**config.mk**
```make
export PLATFORM = sky130hd
export DESIGN_NAME = alu32_seq
export DESIGN_NICKNAME = d
export VERILOG_FILES = /design/src/rtl/alu_pkg.sv /design/src/rtl/alu32_seq_slice.sv /design/src/rtl/alu32_seq.sv
export SDC_FILE = /design/constraint.sdc
export NUM_CORES = 1
export LEC_CHECK = 0
export BUFFER_PORTS_ARGS = -buffer_cell sky130_fd_sc_hd__buf_4
export CORE_ASPECT_RATIO = 1.25
export CORE_UTILIZATION = 55
export DETAILED_ROUTE_END_ITERATION = 7
export GPL_TIMING_DRIVEN = 1
export PLACE_DENSITY = 0.89
export SYNTH_ARGS = -nofsm -noshare
export SYNTH_HDL_FRONTEND = slang
export SYNTH_SLANG_ARGS = --single-unit
```
**constraint.sdc**
```tcl
create_clock -name clk -period 8.5 [get_ports clk]
set_clock_uncertainty 0.1 [all_clocks]
set_input_delay 0.425 -clock clk [delete_from_list [all_inputs] [get_ports clk]]
set_output_delay 0.425 -clock clk [all_outputs]
set_load 0.03 [all_outputs]
```
**src/rtl/alu_pkg.sv**
```systemverilog
// ---------------------------------------------------------------------------
// alu_pkg : op codes and FSM state encoding shared by the sequential ALU.
// Rev 1.0
// ---------------------------------------------------------------------------
`default_nettype none

package alu_pkg;

  localparam logic [2:0] ALU_AND = 3'b000;
  localparam logic [2:0] ALU_OR  = 3'b001;
  localparam logic [2:0] ALU_ADD = 3'b010;
  localparam logic [2:0] ALU_SUB = 3'b110;
  localparam logic [2:0] ALU_SLT = 3'b111;

  typedef enum logic [1:0] {
    ST_IDLE = 2'd0,
    ST_LO   = 2'd1,
    ST_HI   = 2'd2,
    ST_DONE = 2'd3
  } state_t;

  function automatic logic is_arith(input logic [2:0] op);
    return (op == ALU_ADD) || (op == ALU_SUB) || (op == ALU_SLT);
  endfunction

endpackage

`default_nettype wire

```
**src/rtl/alu32_seq_slice.sv**
```systemverilog
// ---------------------------------------------------------------------------
// alu32_seq_slice : combinational 16-bit ALU slice (and/or/add/slt, b-invert).
// Rev 1.0
// ---------------------------------------------------------------------------
`default_nettype none

module alu32_seq_slice (
  input  logic [15:0] a,
  input  logic [15:0] b,
  input  logic        cin,
  input  logic        less,
  input  logic [2:0]  op,
  output logic [15:0] result,
  output logic        cout,
  output logic        ovf,
  output logic        set,
  output logic        zero
);

  logic [15:0] bb;
  logic [16:0] sum;

  assign bb   = op[2] ? ~b : b;
  assign sum  = {1'b0, a} + {1'b0, bb} + {16'b0, cin};
  assign cout = sum[16];
  assign set  = sum[15];
  // Signed overflow: operands agree in sign but the sum does not.
  assign ovf  = (a[15] == bb[15]) && (sum[15] != a[15]);

  always_comb begin
    result = 16'b0;
    case (op[1:0])
      2'b00:   result = a & bb;
      2'b01:   result = a | bb;
      2'b10:   result = sum[15:0];
      default: result = {15'b0, less};
    endcase
  end

  assign zero = (result == 16'b0);

endmodule

`default_nettype wire

```
**src/rtl/alu32_seq.sv**
```systemverilog
// ---------------------------------------------------------------------------
// alu32_seq : 32-bit ALU built from one 16-bit slice used over two cycles.
// Rev 1.0
// ---------------------------------------------------------------------------
`default_nettype none

module alu32_seq
  import alu_pkg::*;
#(
  parameter int W = 32
) (
  input  logic         clk,
  input  logic         rst_n,
  input  logic         in_valid,
  output logic         in_ready,
  input  logic [W-1:0] a,
  input  logic [W-1:0] b,
  input  logic [2:0]   op,
  output logic         out_valid,
  input  logic         out_ready,
  output logic [W-1:0] result,
  output logic         zero,
  output logic         overflow,
  output logic         cout
);

  localparam int H = W / 2;

  state_t       state, state_nx;
  logic [W-1:0] a_q, b_q;
  logic [2:0]   op_q;
  logic [H-1:0] res_lo;
  logic         c16, zero_lo;

  logic [H-1:0] sl_a, sl_b, sl_res;
  logic         sl_cin, sl_cout, sl_ovf, sl_set, sl_zero;
  logic         slt_bit, arith;

  always_ff @(posedge clk or negedge rst_n) begin
    if (!rst_n) state <= ST_IDLE;
    else        state <= state_nx;
  end

  always_comb begin
    state_nx = state;
    case (state)
      ST_IDLE: if (in_valid)  state_nx = ST_LO;
      ST_LO:                  state_nx = ST_HI;
      ST_HI:                  state_nx = ST_DONE;
      ST_DONE: if (out_ready) state_nx = ST_IDLE;
      default:                state_nx = ST_IDLE;
    endcase
  end

  assign in_ready  = (state == ST_IDLE);
  assign out_valid = (state == ST_DONE);

  // Operand muxes: the low half and op[2] carry-in in LO, the high half and c16 otherwise.
  assign sl_a   = (state == ST_HI) ? a_q[W-1:H] : a_q[H-1:0];
  assign sl_b   = (state == ST_HI) ? b_q[W-1:H] : b_q[H-1:0];
  assign sl_cin = (state == ST_HI) ? c16 : op_q[2];

  alu32_seq_slice u_slice (
    .a      (sl_a),
    .b      (sl_b),
    .cin    (sl_cin),
    .less   (1'b0),
    .op     (op_q),
    .result (sl_res),
    .cout   (sl_cout),
    .ovf    (sl_ovf),
    .set    (sl_set),
    .zero   (sl_zero)
  );

  assign slt_bit = sl_set ^ sl_ovf;
  assign arith   = is_arith(op_q);

  always_ff @(posedge clk or negedge rst_n) begin
    if (!rst_n) begin
      a_q      <= '0;
      b_q      <= '0;
      op_q     <= 3'b0;
      res_lo   <= '0;
      c16      <= 1'b0;
      zero_lo  <= 1'b0;
      result   <= '0;
      zero     <= 1'b0;
      overflow <= 1'b0;
      cout     <= 1'b0;
    end else begin
      if (state == ST_IDLE && in_valid) begin
        a_q  <= a;
        b_q  <= b;
        op_q <= op;
      end
      if (state == ST_LO) begin
        res_lo  <= sl_res;
        c16     <= sl_cout;
        zero_lo <= sl_zero;
      end
      // Outputs assemble straight from the high pass and then hold through DONE.
      if (state == ST_HI) begin
        if (op_q == ALU_SLT) begin
          result <= {{(W-1){1'b0}}, slt_bit};
          zero   <= ~slt_bit;
        end else begin
          result <= {sl_res, res_lo};
          zero   <= zero_lo & sl_zero;
        end
        overflow <= arith & sl_ovf;
        cout     <= arith & sl_cout;
      end
    end
  end

endmodule

`default_nettype wire

```
==> reports/summary.md <==
The logs give 0 for the number of antenna violations at the first check in global routing and 886 for the fill cell instance count of the final layout. After detailed routing, the average wire length per cell comes to 17.48 µm. 108 I/O pins were placed. The horizontal die dimension was 100.9 µm.

Port buffering added 107 buffers. The worst setup path is captured at a flip-flop. Share of post-route cells with drive strength above 1: 0.3203. Area of the die: 12670 µm².

For this block, wires on met1 add up to 6.403 mm. The worst setup path is of the reg2reg kind. The count of nets left with antenna violations once routing finished came out at 0. In this run the worst hold path is classified as in2reg.

After clock tree synthesis, the clock-pin slew on the worst setup and hold paths is 0.06 ns. The post-synthesis area per instance was 10.60 µm²; the global placer's final weighted congestion was 0.9276. The count of maximum capacitance violations is 0. The tools report the via count of the first global-routing pass as 5421. For this block, the routed nets add up to 15.75 mm of wire. Total CTS buffers: 17.

After detailed routing, the number of remaining DRC violations is 0. The number of pins exceeding their max-slew limit in the final report is 0, and the number of gates resized after cts is 0. After synthesis, the cell types taking the most area are sky130_fd_sc_hd__dfrtp_1, sky130_fd_sc_hd__mux2_2, sky130_fd_sc_hd__ha_1, sky130_fd_sc_hd__mux2i_1, sky130_fd_sc_hd__a21oi_1. The run gives 0.5705 as the initial core utilization.

Of all cell types, the one taking the most synthesized area is sky130_fd_sc_hd__dfrtp_1. In this run the standard cell core region covers 11780 µm². TritonCTS built the clock tree.

The compound-gate portion of the synthesized area was 0.1271; the final worst-path cycle share was 0.5775. During synthesis, Yosys emitted a total of 0 warnings. The net count of the finished layout came out at 836. Counting distinct cell types in the post-synthesis netlist gives 55. The top metal layer carrying routed signals is met4. The later pin in the worst-skew pair is clocked with a latency of 0.42 ns. The adder and majority cell fraction of the synthesized area works out to 0.07297. The type of element launching the critical path is a flip-flop. The commonest cells after synthesis are sky130_fd_sc_hd__dfrtp_1, sky130_fd_sc_hd__mux2_2, sky130_fd_sc_hd__inv_1. After synthesis, the largest family of logic cells by area is multiplexers. The post-layout minimum cycle time was 4.908 ns. In the synthesized netlist the dominant register cell turns out to be sky130_fd_sc_hd__dfrtp_1. For the count of endpoints failing hold in the final timing report, the log shows 0. The initialized floorplan defines 44 standard-cell rows. The flow ran to the end, and the final reports show no timing, DRC or antenna violations.

The simple-gate portion of the synthesized area is 0.07632. Data on the critical path arrives at its endpoint at 5.12 ns. After detailed placement, the design holds a cell count of 868. After synthesis the netlist holds a flip-flop and latch count of 122. At the worst endpoint, the required time is 8.71 ns.

The first global-routing pass estimated 26.03 mm of wire. Counting every sink on the clock net gives 122. No sink is reached through more buffers than the 2 on the longest clock path. Overall fraction of global-route tracks in use: 0.2654.

The share of synthesized area spent on multiplexers was 0.1806. For this block, the via count after detailed routing is 5088. Relative max-transition margin: 0.1819.

The tools report the total met2 wirelength after detailed routing as 8.194 mm. Once the clock tree was built, the setup fixing pass inserted 0 buffers. The routed length on met3 was 700 µm; the total global routing overflow was 0. The worst-path maximum fanout came out at 83. The slew of the pin with the lowest slew margin is 1.227 ns. The detailed router finished its first iteration with 291 violations.

The final sum of negative setup slack came out at 0 ns. Relative to the synthesized area, the layout overhead comes to 22.62%. The final hold slack was 0.1380 ns; the count of flip-flops with a built-in enable after synthesis was 0.

The tools report the upper clock frequency limit as 203.7 MHz. The largest net degree at the start of global routing is 84, and the number of antenna repair diodes is 0. The area fraction of the dominant cell type after synthesis is 0.4542, and the detailed-routing iteration count for the pre-antenna-repair pass is 5. The net count of the mapped netlist was 743. The average via count per standard cell was 5.647; the share of flip-flops with an asynchronous set or reset was 1.000. Synthesis produced 634 cells.

The total half-perimeter wirelength after legalization and detailed placement is 11.16 mm. Measured along the y axis, the die boundary spans 125.6 µm. The tools report the part of the Yosys area used for sequential elements as 0.4542. In the post-synthesis netlist, the cell with the most instances is sky130_fd_sc_hd__dfrtp_1.

The XOR/XNOR share of the synthesized area works out to 0.03388. The mapped netlist covers 6721 µm². Excluding fillers, the count of instances in the completed layout stands at 901. Setup repair after global routing left no endpoint under its margin. The H-tree was split into 4 levels.

The number of hold-repair buffers added at the cts stage came out at 1. Setup violations remaining at the end of the flow were counted as 0. The master cell of the clock root buffer is sky130_fd_sc_hd__clkbuf_16.
area by class of cell:
class | instances | area, µm² | share of cell area
well taps | 161 | 201.4 | 0.02444
clock inverters | 10 | 113.9 | 0.01382
clock buffers | 22 | 494.2 | 0.05997
inverters | 59 | 221.5 | 0.02687
repair buffers | 112 | 843.3 | 0.1023
multi-input cells | 415 | 3314 | 0.4022
flip-flops and latches | 122 | 3053 | 0.3704
metal layers:
metal / vias up / global-route usage
li1: 2380 / -
met1: 2496 / 0.3192
met2: 177 / 0.4565
met3: 35 / 0.04416
met4: 0 / 0.1296
met5: - / 0
flip-flops by register name (all words and copies together) (netlist names):
| signal | flops |
|---|---|
| overflow | 1 |
| b_q | 32 |
| zero_lo | 1 |
| state | 2 |
| zero | 1 |
| c16 | 1 |
| result | 32 |
| cout | 1 |
| res_lo | 16 |
| a_q | 32 |
| op_q | 3 |
worst max-delay path: stages, from the launching register on:
cell and delay, ns:
sky130_fd_sc_hd__dfrtp_1 0.42, sky130_fd_sc_hd__inv_1 0.15, sky130_fd_sc_hd__ha_4 0.37, sky130_fd_sc_hd__buf_4 0.74
sky130_fd_sc_hd__mux2_2 0.43, sky130_fd_sc_hd__fa_1 0.42, sky130_fd_sc_hd__inv_1 0.11, sky130_fd_sc_hd__fa_1 0.22
sky130_fd_sc_hd__xnor2_1 0.07, sky130_fd_sc_hd__mux2_2 0.26, sky130_fd_sc_hd__o21ai_0 0.43, sky130_fd_sc_hd__nand4_1 0.19
sky130_fd_sc_hd__and4b_1 0.31, sky130_fd_sc_hd__and4_1 0.20, sky130_fd_sc_hd__nand4bb_1 0.15, sky130_fd_sc_hd__mux2i_1 0.23
cell usage in the layout, fill, tap and decap left out, drive strengths merged, types with 3 or more instances in the layout:
cell / count
xnor2: 22
mux2: 82
a21oi: 51
dfrtp: 122
o21ai: 17
a221oi: 5
buf: 111
ha: 36
nand2b: 3
nand3: 5
a211o: 3
xor2: 4
o22ai: 16
inv: 60
nand4: 4
a211oi: 6
nor2b: 3
a21o: 5
mux2i: 29
o22a: 3
nand2: 33
clkinvlp: 4
clkinv: 3
a31oi: 4
nor2: 52
clkbuf: 22
cell families (layout without fill, tap and decap cells):
| kind of cell | Yosys count | count (layout) |
|---|---|---|
| mux | 111 | 111 |
| buf+inv | 97 | 203 |
| fa+ha+maj | 38 | 38 |
| xor+xnor | 26 | 26 |
| simple gates | 114 | 114 |
| flops | 122 | 122 |
| compound gates | 126 | 126 |
final timing paths:
path	startpoint	endpoint	slack (ns)	depth (start not counted)
min	a[18]	a_q[18]	0.14	2
max reg2reg	state[0]	zero_lo	3.59	15
max in group asynchronous	rst_n	result[22]	6.51	3
max	state[0]	zero_lo	3.59	15
min reg2reg	a_q[24]	a_q[24]	0.40	1
min in group asynchronous	rst_n	b_q[27]	0.45	2
through the flow:
stage                     cell area (µm²)  setup WS, ns    util
final                                8242         3.592  0.6996
after global routing                 8242         3.357  0.6996
after CTS                            8242         3.665  0.6996
after detailed placement             7624         3.768  0.6471
after global placement               7624         3.945  0.6471
after floorplan                      6721         4.393       -
Power is not shown: default switching activity piles up to over one toggle a cycle in this logic, so the estimate is an artifact.
